**config.mk**
```make
export PLATFORM = sky130hd
export DESIGN_NAME = pla_inverse_search
export DESIGN_NICKNAME = d
export VERILOG_FILES = /design/src/rtl/pla_inverse_search.sv
export SDC_FILE = /design/constraint.sdc
export NUM_CORES = 1
export LEC_CHECK = 0
export ABC_AREA = 1
export CORE_MARGIN = 3
export CORE_UTILIZATION = 45
export CTS_BUF_LIST = sky130_fd_sc_hd__clkbuf_8
export DETAILED_ROUTE_END_ITERATION = 12
export GPL_TIMING_DRIVEN = 0
export MAX_ROUTING_LAYER = met4
export PLACE_DENSITY = 0.78
export SLEW_MARGIN = 10
export SYNTH_ARGS = -nofsm -noshare
export SYNTH_HDL_FRONTEND = slang
export SYNTH_SLANG_ARGS = --single-unit
```
**constraint.sdc**
```tcl
create_clock -name clk -period 1.4 [get_ports clk]
set_input_delay 0.35 -clock clk [delete_from_list [all_inputs] [get_ports clk]]
set_output_delay 0.35 -clock clk [all_outputs]
set_load 0.05 [all_outputs]
```
**src/rtl/pla_inverse_search.sv**
```systemverilog
// pla_inverse_search
// Inverse-lookup engine for an external combinational PLA. For each request it
// drives every input vector 0..2^IN_W-1 onto pla_x, compares the PLA outputs
// against a masked target word, and reports the lowest matching vector and the
// number of matching vectors.
// Optional build macro: PLA_SEARCH_EARLY_EXIT_EN -- stop the sweep at the first
// hit (rsp_count is then 1 on a hit, 0 otherwise).
module pla_inverse_search #(
   parameter int IN_W  = 8,
   parameter int OUT_W = 16
) (
   input  logic             clk,
   input  logic             rst_n,
   input  logic             req_valid,
   output logic             req_ready,
   input  logic [OUT_W-1:0] req_target,
   input  logic [OUT_W-1:0] req_mask,
   output logic [IN_W-1:0]  pla_x,
   input  logic [OUT_W-1:0] pla_z,
   output logic             rsp_valid,
   input  logic             rsp_ready,
   output logic             rsp_found,
   output logic [IN_W-1:0]  rsp_x,
   output logic [IN_W:0]    rsp_count
);

   typedef enum logic [1:0] {
      IDLE  = 2'd0,
      SWEEP = 2'd1,
      RESP  = 2'd2
   } state_t;

   localparam logic [IN_W-1:0] X_ONE     = {{(IN_W-1){1'b0}}, 1'b1};
   localparam logic [IN_W:0]   COUNT_ONE = {{IN_W{1'b0}}, 1'b1};

   state_t           state_reg,     state_next;
   logic [IN_W-1:0]  pla_x_reg,     pla_x_next;
   logic [IN_W-1:0]  rsp_x_reg,     rsp_x_next;
   logic [IN_W:0]    count_reg,     count_next;
   logic [OUT_W-1:0] target_reg,    target_next;
   logic [OUT_W-1:0] mask_reg,      mask_next;
   logic             found_reg,     found_next;
   logic             rsp_valid_reg, rsp_valid_next;
   logic             req_ready_reg, req_ready_next;

   logic [OUT_W-1:0] diff;
   logic             hit;
   logic             last_x;

   // Per-bit masked mismatch between the PLA output and the latched target.
   genvar gi;
   generate
      for (gi = 0; gi < OUT_W; gi++) begin : g_cmp
         assign diff[gi] = (pla_z[gi] ^ target_reg[gi]) & mask_reg[gi];
      end
   endgenerate

   assign hit    = ~|diff;
   assign last_x = &pla_x_reg;

   // Every output comes straight from a register.
   assign req_ready = req_ready_reg;
   assign pla_x     = pla_x_reg;
   assign rsp_valid = rsp_valid_reg;
   assign rsp_found = found_reg;
   assign rsp_x     = rsp_x_reg;
   assign rsp_count = count_reg;

   // State and datapath registers; reset discards any partial result.
   always_ff @(posedge clk or negedge rst_n) begin
      if (!rst_n) begin
         state_reg     <= IDLE;
         pla_x_reg     <= '0;
         rsp_x_reg     <= '0;
         count_reg     <= '0;
         target_reg    <= '0;
         mask_reg      <= '0;
         found_reg     <= 1'b0;
         rsp_valid_reg <= 1'b0;
         req_ready_reg <= 1'b1;
      end else begin
         state_reg     <= state_next;
         pla_x_reg     <= pla_x_next;
         rsp_x_reg     <= rsp_x_next;
         count_reg     <= count_next;
         target_reg    <= target_next;
         mask_reg      <= mask_next;
         found_reg     <= found_next;
         rsp_valid_reg <= rsp_valid_next;
         req_ready_reg <= req_ready_next;
      end
   end

   // Next-state and next-register values; everything holds unless changed.
   always_comb begin
      state_next     = state_reg;
      pla_x_next     = pla_x_reg;
      rsp_x_next     = rsp_x_reg;
      count_next     = count_reg;
      target_next    = target_reg;
      mask_next      = mask_reg;
      found_next     = found_reg;
      rsp_valid_next = rsp_valid_reg;
      req_ready_next = req_ready_reg;

      case (state_reg)
         IDLE: begin
            req_ready_next = 1'b1;
            if (req_valid && req_ready_reg) begin
               target_next    = req_target;
               mask_next      = req_mask;
               count_next     = '0;
               found_next     = 1'b0;
               rsp_x_next     = '0;
               pla_x_next     = '0;
               req_ready_next = 1'b0;
               state_next     = SWEEP;
            end
         end

         SWEEP: begin
            req_ready_next = 1'b0;
            // pla_x wraps to 0 naturally after the last vector.
            pla_x_next = pla_x_reg + X_ONE;
`ifdef PLA_SEARCH_EARLY_EXIT_EN
            if (hit) begin
               // First hit ends the search immediately.
               count_next     = COUNT_ONE;
               found_next     = 1'b1;
               rsp_x_next     = pla_x_reg;
               pla_x_next     = '0;
               rsp_valid_next = 1'b1;
               state_next     = RESP;
            end else if (last_x) begin
               rsp_valid_next = 1'b1;
               state_next     = RESP;
            end
`else
            if (hit) begin
               count_next = count_reg + COUNT_ONE;
               if (!found_reg) begin
                  // Sweep is ascending, so the first hit is the lowest vector.
                  rsp_x_next = pla_x_reg;
                  found_next = 1'b1;
               end
            end
            if (last_x) begin
               rsp_valid_next = 1'b1;
               state_next     = RESP;
            end
`endif
         end

         RESP: begin
            req_ready_next = 1'b0;
            if (rsp_valid_reg && rsp_ready) begin
               // Result registers keep their values until the next accept.
               rsp_valid_next = 1'b0;
               req_ready_next = 1'b1;
               state_next     = IDLE;
            end
         end

         default: begin
            state_next     = IDLE;
            pla_x_next     = '0;
            rsp_valid_next = 1'b0;
            req_ready_next = 1'b1;
         end
      endcase
   end

endmodule

```
# Word level (Yosys, flattened, before mapping)
# Cells that the tools add are included.
[totals]
word_cells = 85
register_bits = 62
inputBits = 52
[classes]
bitwise_logic = 34
reduce_logical = 12
n_addsub = 2
eq_ne = 7
mux = 21
[op_table]
columns = ["operator", "n"]
rows = [
  ["$mux 8", 3],
  ["$pmux 8 s3", 1],
  ["$mux 9", 2],
  ["$pmux 9 s2", 1],
  ["$and 1x1->1", 16],
  ["$pmux 8 s2", 1],
  ["$reduce_or 16->1", 1],
  ["$xor 1x1->1", 16],
  ["$ne 2x2->1 const B", 5],
  ["$add 9x1->9 const B", 1],
  ["$reduce_and 3->1", 3],
  ["$add 8x1->8 const B", 1],
  ["$reduce_and 8->1", 1],
  ["$mux 1", 6],
  ["$mux 2", 3],
  ["$pmux 1 s3", 2],
  ["$pmux 2 s3", 1],
  ["$reduce_and 2->1", 2],
  ["$reduce_and 4->1", 1],
  ["$eq 2x1->1 const B", 1],
  ["$eq 2x2->1 const B", 1],
  ["$logic_and 1x1->1", 2],
  ["$logic_not 2->1", 1],
  ["$not 1->1", 2],
  ["other kinds (2)", 2],
]

# Logic depth before layout (Yosys ltp)
# Gate-level depths: netlist of the first run.
[logic_depth]
ltp_word = 5
mapped_depth = 12
ltp_nobuf = 12

# Worst setup path after synthesis of the first run
# No wires, ideal clock.
[synth_timing]
path_type = "flip-flop to flip-flop"
startpoint = "register pla_x_reg[1] (netlist: pla_x[1])"
endpoint = "register rsp_valid_reg (netlist: rsp_valid)"
setup_ns = 0.119
path_stages_with_launch = 13
arrival_time_ns = 1.824
path_slack_ns = -0.544
n_path_buf = 0
path_cell_list = "dfrtp_1 > ha_1 > nand2_1 > inv_1 > nand2_1 > nor2_1 > nand3_1 > nand2_1 > o21ai_0 > nor2_1 > o21ai_0 > nand2_1 > nand2_1"
[synth_between]
elab_chain_cells = 3
[synth_rtl]
columns = ["element", "line", "source"]
rows = [
  ["from (decl)", "37", "logic [IN_W-1:0] pla_x_reg, pla_x_next;"],
  ["from (signal assigned)", "83", "pla_x_reg <= pla_x_next;"],
  ["$reduce_and 8->1", "59", "assign last_x = &pla_x_reg;"],
  ["$ne 2x2->1 (no line)", "n/a", ""],
  ["$reduce_and 3->1 (no line)", "n/a", ""],
  ["to (signal assigned)", "89", "rsp_valid_reg <= rsp_valid_next;"],
  ["to (decl)", "43", "logic rsp_valid_reg, rsp_valid_next;"],
]
# Every way passes these cells.
# A chain may end at the register's enable or synchronous reset.

# Worst setup path in the final report of the first run
[layout_timing]
startpoint = "input port pla_z[3]"
endpoint = "register count_reg[8] (netlist: rsp_count[8])"
[layout_between]
elab_chain_cells = 5
[layout_rtl]
columns = ["element", "line", "source"]
rows = [
  ["from (decl)", "19", "input logic [OUT_W-1:0] pla_z,"],
  ["$xor 1x1->1", "54", "assign diff[gi] = (pla_z[gi] ^ target_reg[gi]) & mask_reg[gi];"],
  ["$and 1x1->1", "54", ""],
  ["$reduce_or 16->1", "58", "assign hit = ~|diff;"],
  ["$ne 2x2->1 (no line)", "n/a", ""],
  ["$reduce_and 3->1 (no line)", "n/a", ""],
  ["to (signal assigned)", "85", "count_reg <= count_next;"],
  ["to (decl)", "39", "logic [IN_W:0] count_reg, count_next;"],
]
# Every way passes these cells.

==> results of run 1 <==
[critical path: stages]
cell and delay [ns]:
clkdlybuf4s50_1 0.43, inv_1 0.07, nand2_1 0.06, nand3_1 0.07, nand2_1 0.09, nor2_4 0.09, nand3_2 0.10, o21bai_4 0.24
buf_6 0.18, nand2_8 0.08, nand2_2 0.09, nand2_1 0.05
[power groups by stage]
| stage | clock network, W | registers, W | logic, W |
|---|---|---|---|
| detailed placement | 0 | 0.00291 | 0.00345 |
| global route | 0.00188 | 0.00299 | 0.00418 |
| global placement | 0 | 0.00287 | 0.00336 |
| finish | 0.00178 | 0.00291 | 0.00387 |
| floorplan | 0 | 0.00382 | 0.00139 |
| CTS | 0.00180 | 0.00285 | 0.00358 |
[kinds of logic (layout without fill, tap and decap cells)]
family	after synthesis	count (layout)	share of synthesized area (%)
flops	62	62	51.3
fa+ha+maj	2	2	0.827
compound gates	36	36	6.82
xor+xnor	2	2	0.579
buf+inv	53	171	7.07
simple gates	191	192	26.0
mux	20	20	7.44
[synthesized netlist by cell type]
| master | n | area, um^2 |
|---|---|---|
| buf_4 | 1 | 7.51 |
| ha_1 | 2 | 25.0 |
| or2_1 | 2 | 12.5 |
| dfrtp_1 | 61 | 1530 |
| buf_6 | 1 | 11.3 |
| mux2_2 | 20 | 225 |
| nand2_1 | 95 | 357 |
| o221ai_1 | 1 | 8.76 |
| a21oi_1 | 22 | 110 |
| o21ai_0 | 8 | 40.0 |
| clkbuf_1 | 3 | 11.3 |
| dfstp_2 | 1 | 26.3 |
| nor2_1 | 48 | 180 |
| xor2_1 | 1 | 8.76 |
| o32ai_1 | 2 | 17.5 |
| buf_2 | 3 | 15.0 |
| nor3_1 | 3 | 15.0 |
| nand2_2 | 2 | 12.5 |
| o21ai_1 | 1 | 5.00 |
| and2_1 | 1 | 6.26 |
| nand3_1 | 38 | 190 |
| o21bai_4 | 1 | 18.8 |
| nor4_1 | 1 | 6.26 |
| nand4_1 | 1 | 6.26 |
| inv_1 | 43 | 161 |
| clkinv_1 | 2 | 7.51 |
| o22ai_1 | 1 | 6.26 |
| xnor2_1 | 1 | 8.76 |
[timing repair]
action / 4_1_cts / 5_1_grt
buffers inserted: 16 / 5
setup endpoints to repair: 79 / 63
gates resized for setup: 184 / 61
endpoints found under the hold margin: 0 / 0
cloned: 2 / 1
pin swaps: 16 / 16
[layout by cell type (no fill, tap or decap), types with 2 or more instances in the layout]
| cell | Yosys | routed |
|---|---|---|
| dfrtp_1 | 61 | 47 |
| nand2_8 | 0 | 3 |
| a21oi_2 | 0 | 11 |
| nand3_2 | 0 | 12 |
| a21oi_1 | 22 | 11 |
| clkbuf_4 | 0 | 5 |
| o21ai_0 | 8 | 6 |
| buf_4 | 1 | 24 |
| nand2_2 | 2 | 18 |
| buf_8 | 0 | 5 |
| dfrtp_2 | 0 | 14 |
| inv_1 | 43 | 36 |
| nand2_1 | 95 | 74 |
| dlymetal6s2s_1 | 0 | 7 |
| buf_6 | 1 | 9 |
| clkbuf_8 | 0 | 12 |
| dlygate4sd2_1 | 0 | 4 |
| mux2_2 | 20 | 20 |
| buf_2 | 3 | 14 |
| or2_1 | 2 | 2 |
| clkdlybuf4s50_1 | 0 | 39 |
| o21ai_2 | 0 | 2 |
| nor2_1 | 48 | 41 |
| inv_2 | 0 | 8 |
| nand3_1 | 38 | 25 |
| nand2_4 | 0 | 3 |
| nor3_1 | 3 | 2 |
| clkinv_2 | 0 | 3 |
| nor2_2 | 0 | 6 |
| bufinv_16 | 0 | 2 |
[per-layer routing]
metal  up-vias  track usage (%)  wire, um
li1       1402                -         -
met1      1352             26.6      3660
met2        62             35.2      4110
met3        13             4.05       255
met4         0             8.79       153
met5         -                -         0
[layout make-up]
| cell class | count | area (um^2) |
|---|---|---|
| fill | 504 | 1760 |
| sequential | 62 | 1570 |
| multi-input combinational | 252 | 1560 |
| timing repair buffer | 102 | 935 |
| inverter | 45 | 184 |
| clock buffer | 11 | 151 |
| tap | 77 | 96.3 |
| buffer | 8 | 86.3 |
| clock inverter | 5 | 73.8 |
[stage by stage]
stage               cells  total power (W)  worst slack (ns)
global placement      522          0.00623             -2.29
finish                562          0.00856            -0.274
floorplan             366          0.00521            -0.289
global route          562          0.00905            -0.341
CTS                   556          0.00822            -0.245
detailed placement    522          0.00636            -0.746
[how the worst max path moves through the flow]
stage	start	end	slack [ns]	cells past startpoint
after floorplan	pla_x[0]	rsp_valid	-0.29	12
after global placement	rst_n	rsp_count[1]	-2.29	1
after detailed placement	pla_z[12]	rsp_count[7]	-0.75	10
after CTS	target_reg[14]	rsp_count[7]	-0.25	10
after global routing	pla_z[3]	rsp_count[6]	-0.34	12
final	pla_z[3]	rsp_count[8]	-0.27	12
==> summary.md, run 1 <==
| Metric | Value |
|---|---|
| Status | `finished with violations` |
| Violated checks | `negative setup slack` |
| Int Power | `0.00499 W` |
| I/O pin count | `80` |
| Ant. Diodes | `0` |
| Core footprint | `0.00642 mm^2` |
| Starting density of the core | `47.1%` |
| Final core utilization | `72.6%` |
| Die Area | `0.00775 mm^2` |
| Max Clk Rate | `0.598 GHz` |
| Sw Ratio | `41.7%` |
| VDD IR max | `0.00104 V` |
| Setup ws final | `-0.274 ns` |
| CP required | `1.63 ns` |
| Root buffer cell | `clkbuf_8` |
| Routed vias/inst | `5.03` |
| TritonCTS clock tree | `yes` |
| Setup violators final | `43` |
| Vias in the first global route | `2801` |
| Sequential area share after synthesis | `51.3%` |
| WL/cell | `14.6 um` |
| CTS Sinks | `62` |
| Fin nets | `534` |
| DRT Pass-1 Iters | `4` |
| Yosys reg bits | `62` |
| Fin crit period | `1.67 ns` |
| Min-Delay Path Class | `input port to asynchronous set/reset pin` |
| # rows | `29` |
| RSZ-0062 raised after global routing | `yes` |
| Layout cells sized above 1 | `37.9%` |
| I/O Buffers | `79` |
| Placer Congestion | `0.785` |
| R2R depth | `11` |
| RR Endpoint | `rsp_count[8]` |
| Layout area overhead | `54.0%` |
| TritonCTS Buffers | `9` |
| Die height | `88.0 um` |
| Sw Pwr | `0.00357 W` |
| Design Area, Final | `0.00466 mm^2` |
| Synth unique cells | `28` |
| Worst-Skew Late Latency | `0.34 ns` |
| Hold Buf Count CTS | `0` |
| Worst-Margin Slew | `0.796 ns` |
| Critical path peak fanout | `5` |
| Synthesized net count | `420` |
| Vias | `2829` |
| Final-report hold violation count | `0` |
| WHS | `0.0768 ns` |
| Die X | `88.0 um` |
| Initial antenna violation count | `0` |
| Post-Route Setup TNS | `-5.21 ns` |
| Worst setup SP type | `input port` |
| Longest Clk Path Bufs | `2` |
| R2r startpoint | `target_reg[12]` |
| Worst Path Arrival | `1.90 ns` |
| Synth Instances | `366` |
| GR Overflow Total | `0` |
| Number of routed nets with antenna violations | `0` |
| Power Density | `1840 mW/mm^2` |
| # DRC | `0` |
| Reg clk slew, reported paths | `0.07 ns` |
| Clock power share | `20.8%` |
| Drt initial violations | `95` |
| Post-DP HPWL | `5390 um` |
| Gate power share | `45.1%` |
| CP Capture Type | `flop` |
| Tcrit/Tclk final | `120%` |
| Lkg Pwr | `2.35 nW` |
| Crit path kind | `input port to flop` |
| Max Clock Skew | `0.0126 ns` |
| Worst R2R Setup Slack | `-0.24 ns` |
| Routed wire length | `8180 um` |
| Global Route Usage Sum | `21.7%` |
| Reg power frac | `34.0%` |
| Largest net degree at the start of global routing | `63` |
| Max-cap violations | `0` |
| H-tree depth | `3` |
| Syn. warnings | `0` |
| Syn Std Cell Area | `0.00303 mm^2` |
| First-pass GRT wire length | `12600 um` |
| Max-slew violation count | `0` |
| DP Area | `0.00407 mm^2` |
| Max-slew headroom | `47.0%` |
| Syn Area/Cell | `8.27 um^2` |
Power figures use the tool's default switching activity.
==> run 2, diff against run 1 <==
Settings changed: CORE_UTILIZATION 45 to 50, PLACE_DENSITY 0.78 to 0.82.
Clock period 1.4 ns to 1.65 ns, I/O delays scaled along.
==> summary.md, run 2 (synthesized netlist as in run 1, its figures left out) <==
| Metric | Value |
|---|---|
| Status | `finished, final reports clean` |
| # DRC | `0` |
| Footprint of the multi-input gates | `0.00136 mm^2` |
| Vias | `2857` |
| Origin of the worst setup path | `target_reg[7]` |
| Post-DP HPWL | `5150 um` |
| Die X | `83.8 um` |
| CP max stage delay | `0.40 ns` |
| Longest Clk Path Bufs | `2` |
| Critical path peak fanout | `7` |
| Int Power | `0.00381 W` |
| TritonCTS clock tree | `yes` |
| R2r startpoint | `target_reg[7]` |
| Routed vias/inst | `5.19` |
| Sw Ratio | `42.7%` |
| Worst Path Arrival | `1.90 ns` |
| Die Area | `0.00702 mm^2` |
| Sw Pwr | `0.00285 W` |
| Post-Route Setup TNS | `0 ns` |
| Die height | `83.8 um` |
| I/O pin count | `80` |
| Vias in the first global route | `2876` |
| Number of routed nets with antenna violations | `0` |
| Ant. Diodes | `0` |
| WL/cell | `14.3 um` |
| Max-cap violations | `0` |
| Initial antenna violation count | `0` |
| Max-slew violation count | `0` |
| # rows | `27` |
| Worst setup SP type | `flop` |
| Register Area | `0.00156 mm^2` |
| FILL cells | `392` |
| CP Capture Type | `flop` |
| Worst-Skew Late Latency | `0.34 ns` |
| Worst-path cell chain | `or2_1 -> nand3_1 -> nand2_1 -> nor2_2 -> nand2_2 -> o21bai_4 -> buf_12 -> buf_6 -> nand3_2 -> nand2_1` |
| H-tree depth | `3` |
| VDD IR max | `0.000907 V` |
| Buf+Inv Stages, Crit Path | `2` |
| Crit path kind | `flop to flop` |
| Max-slew headroom | `49.6%` |
| Drt initial violations | `180` |
| DRT Pass-1 Iters | `4` |
| Reg power frac | `36.4%` |
| Routed wire length | `7840 um` |
| Max Clock Skew | `0.0106 ns` |
| First-pass GRT wire length | `12900 um` |
| Total Power | `0.00666 W` |
| CTS Sinks | `62` |
| Fin crit period | `1.63 ns` |
| CP max stage cell | `dfrtp_1` |
| CP top delay family | `simple AND/OR/NAND/NOR gates` |
| Layout area overhead | `43.4%` |
| Min-Delay Path Class | `input port to asynchronous set/reset pin` |
| Worst-Margin Slew | `0.756 ns` |
| Gate power share | `45.4%` |
| Power Density | `1530 mW/mm^2` |
| Root buffer cell | `clkbuf_8` |
| Placer Congestion | `0.820` |
| Global Route Usage Sum | `23.3%` |
| Largest net degree at the start of global routing | `63` |
| I/O Buffers | `79` |
| Max Clk Rate | `0.612 GHz` |
| Starting density of the core | `53.3%` |
| Hold Buf Count CTS | `0` |
| Most frequent cells in the layout | `nand2_1, dfrtp_1, inv_1` |
| TritonCTS Buffers | `9` |
| GR Overflow Total | `0` |
| Placed cell count | `517` |
| Most used cell, CP | `nand2_1` |
| CP required | `1.91 ns` |
| Reg clk slew, reported paths | `0.07 ns` |
| Layout cells sized above 1 | `23.0%` |
| Clock power share | `18.2%` |
| Most common cell after layout, fill and taps aside | `nand2_1` |
| Final cell count without fillers | `550` |
| RSZ-0062 raised after global routing | `yes` |
| Lkg Pwr | `2.24 nW` |
| Final core utilization | `76.5%` |
| Fin nets | `527` |
| Setup violators final | `0` |
| WHS | `0.153 ns` |
| Core footprint | `0.00568 mm^2` |
| Final-report hold violation count | `0` |
| Tcrit/Tclk final | `99.1%` |
## run 2: power by group through the flow
| stage | Sequential, W | Combinational (W) | Clock (W) |
|---|---|---|---|
| floorplan | 0.00323 | 0.00106 | 0 |
| global placement | 0.00241 | 0.00272 | 0 |
| detailed placement | 0.00244 | 0.00280 | 0 |
| CTS | 0.00241 | 0.00287 | 0.00123 |
| global route | 0.00249 | 0.00328 | 0.00129 |
| finish | 0.00242 | 0.00302 | 0.00121 |
## run 2: repair_timing
action,in CTS,in global routing
gates cloned,2,1
gates resized for setup,91,40
setup endpoints to repair,74,57
pin swaps,15,17
hold endpoints to repair,0,0
setup buffers,9,5
## run 2: through the flow
step,setup WS [ns],cell area [um^2]
5_1_grt,-0.0648,4340
6_report,0.0153,4340
3_5_place_dp,-0.598,3930
3_3_place_gp,-2.01,3940
4_1_cts,-0.0116,4230
2_1_floorplan,-0.0849,3050
## run 2: metal layers
layer / share of wire, % / wire (um) / track usage [%] / vias to the layer above
met3: 5.6 / 439 / 3.65 / 21
met4: 3.1 / 241 / 10.5 / 0
met2: 51 / 4030 / 38.8 / 112
met1: 40 / 3130 / 27.9 / 1332
li1: - / - / - / 1392
met5: 0 / 0 / - / -
## run 2: final cells by class
cell class / instances / share of cell area (%)
Sequential cell: 62 / 35.9
Multi-Input combinational cell: 252 / 31.4
Timing Repair Buffer: 94 / 20.9
Inverter: 45 / 3.98
Clock buffer: 12 / 3.81
Tap cell: 72 / 2.08
Buffer: 8 / 1.35
Clock inverter: 4 / 0.375
Timing Repair inverter: 1 / 0.173
## run 2: worst paths after layout
path                                      to  slack, ns  depth (start not counted)
worst max-delay path            rsp_count[0]       0.02                         10
worst min-delay path                rsp_x[2]       0.15                          1
worst max register to register  rsp_count[0]       0.02                         10
worst min register to register      rsp_x[0]       0.47                          2
max in group asynchronous       state_reg[0]       0.96                          1
min in group clk                    rsp_x[0]       0.47                          2
==> run 3, diff against run 2 <==
Settings changed: CTS_CLUSTER_SIZE set to 40.
==> results of run 3 <==
The final DEF is identical to that of run 2; final timing and power are the same.
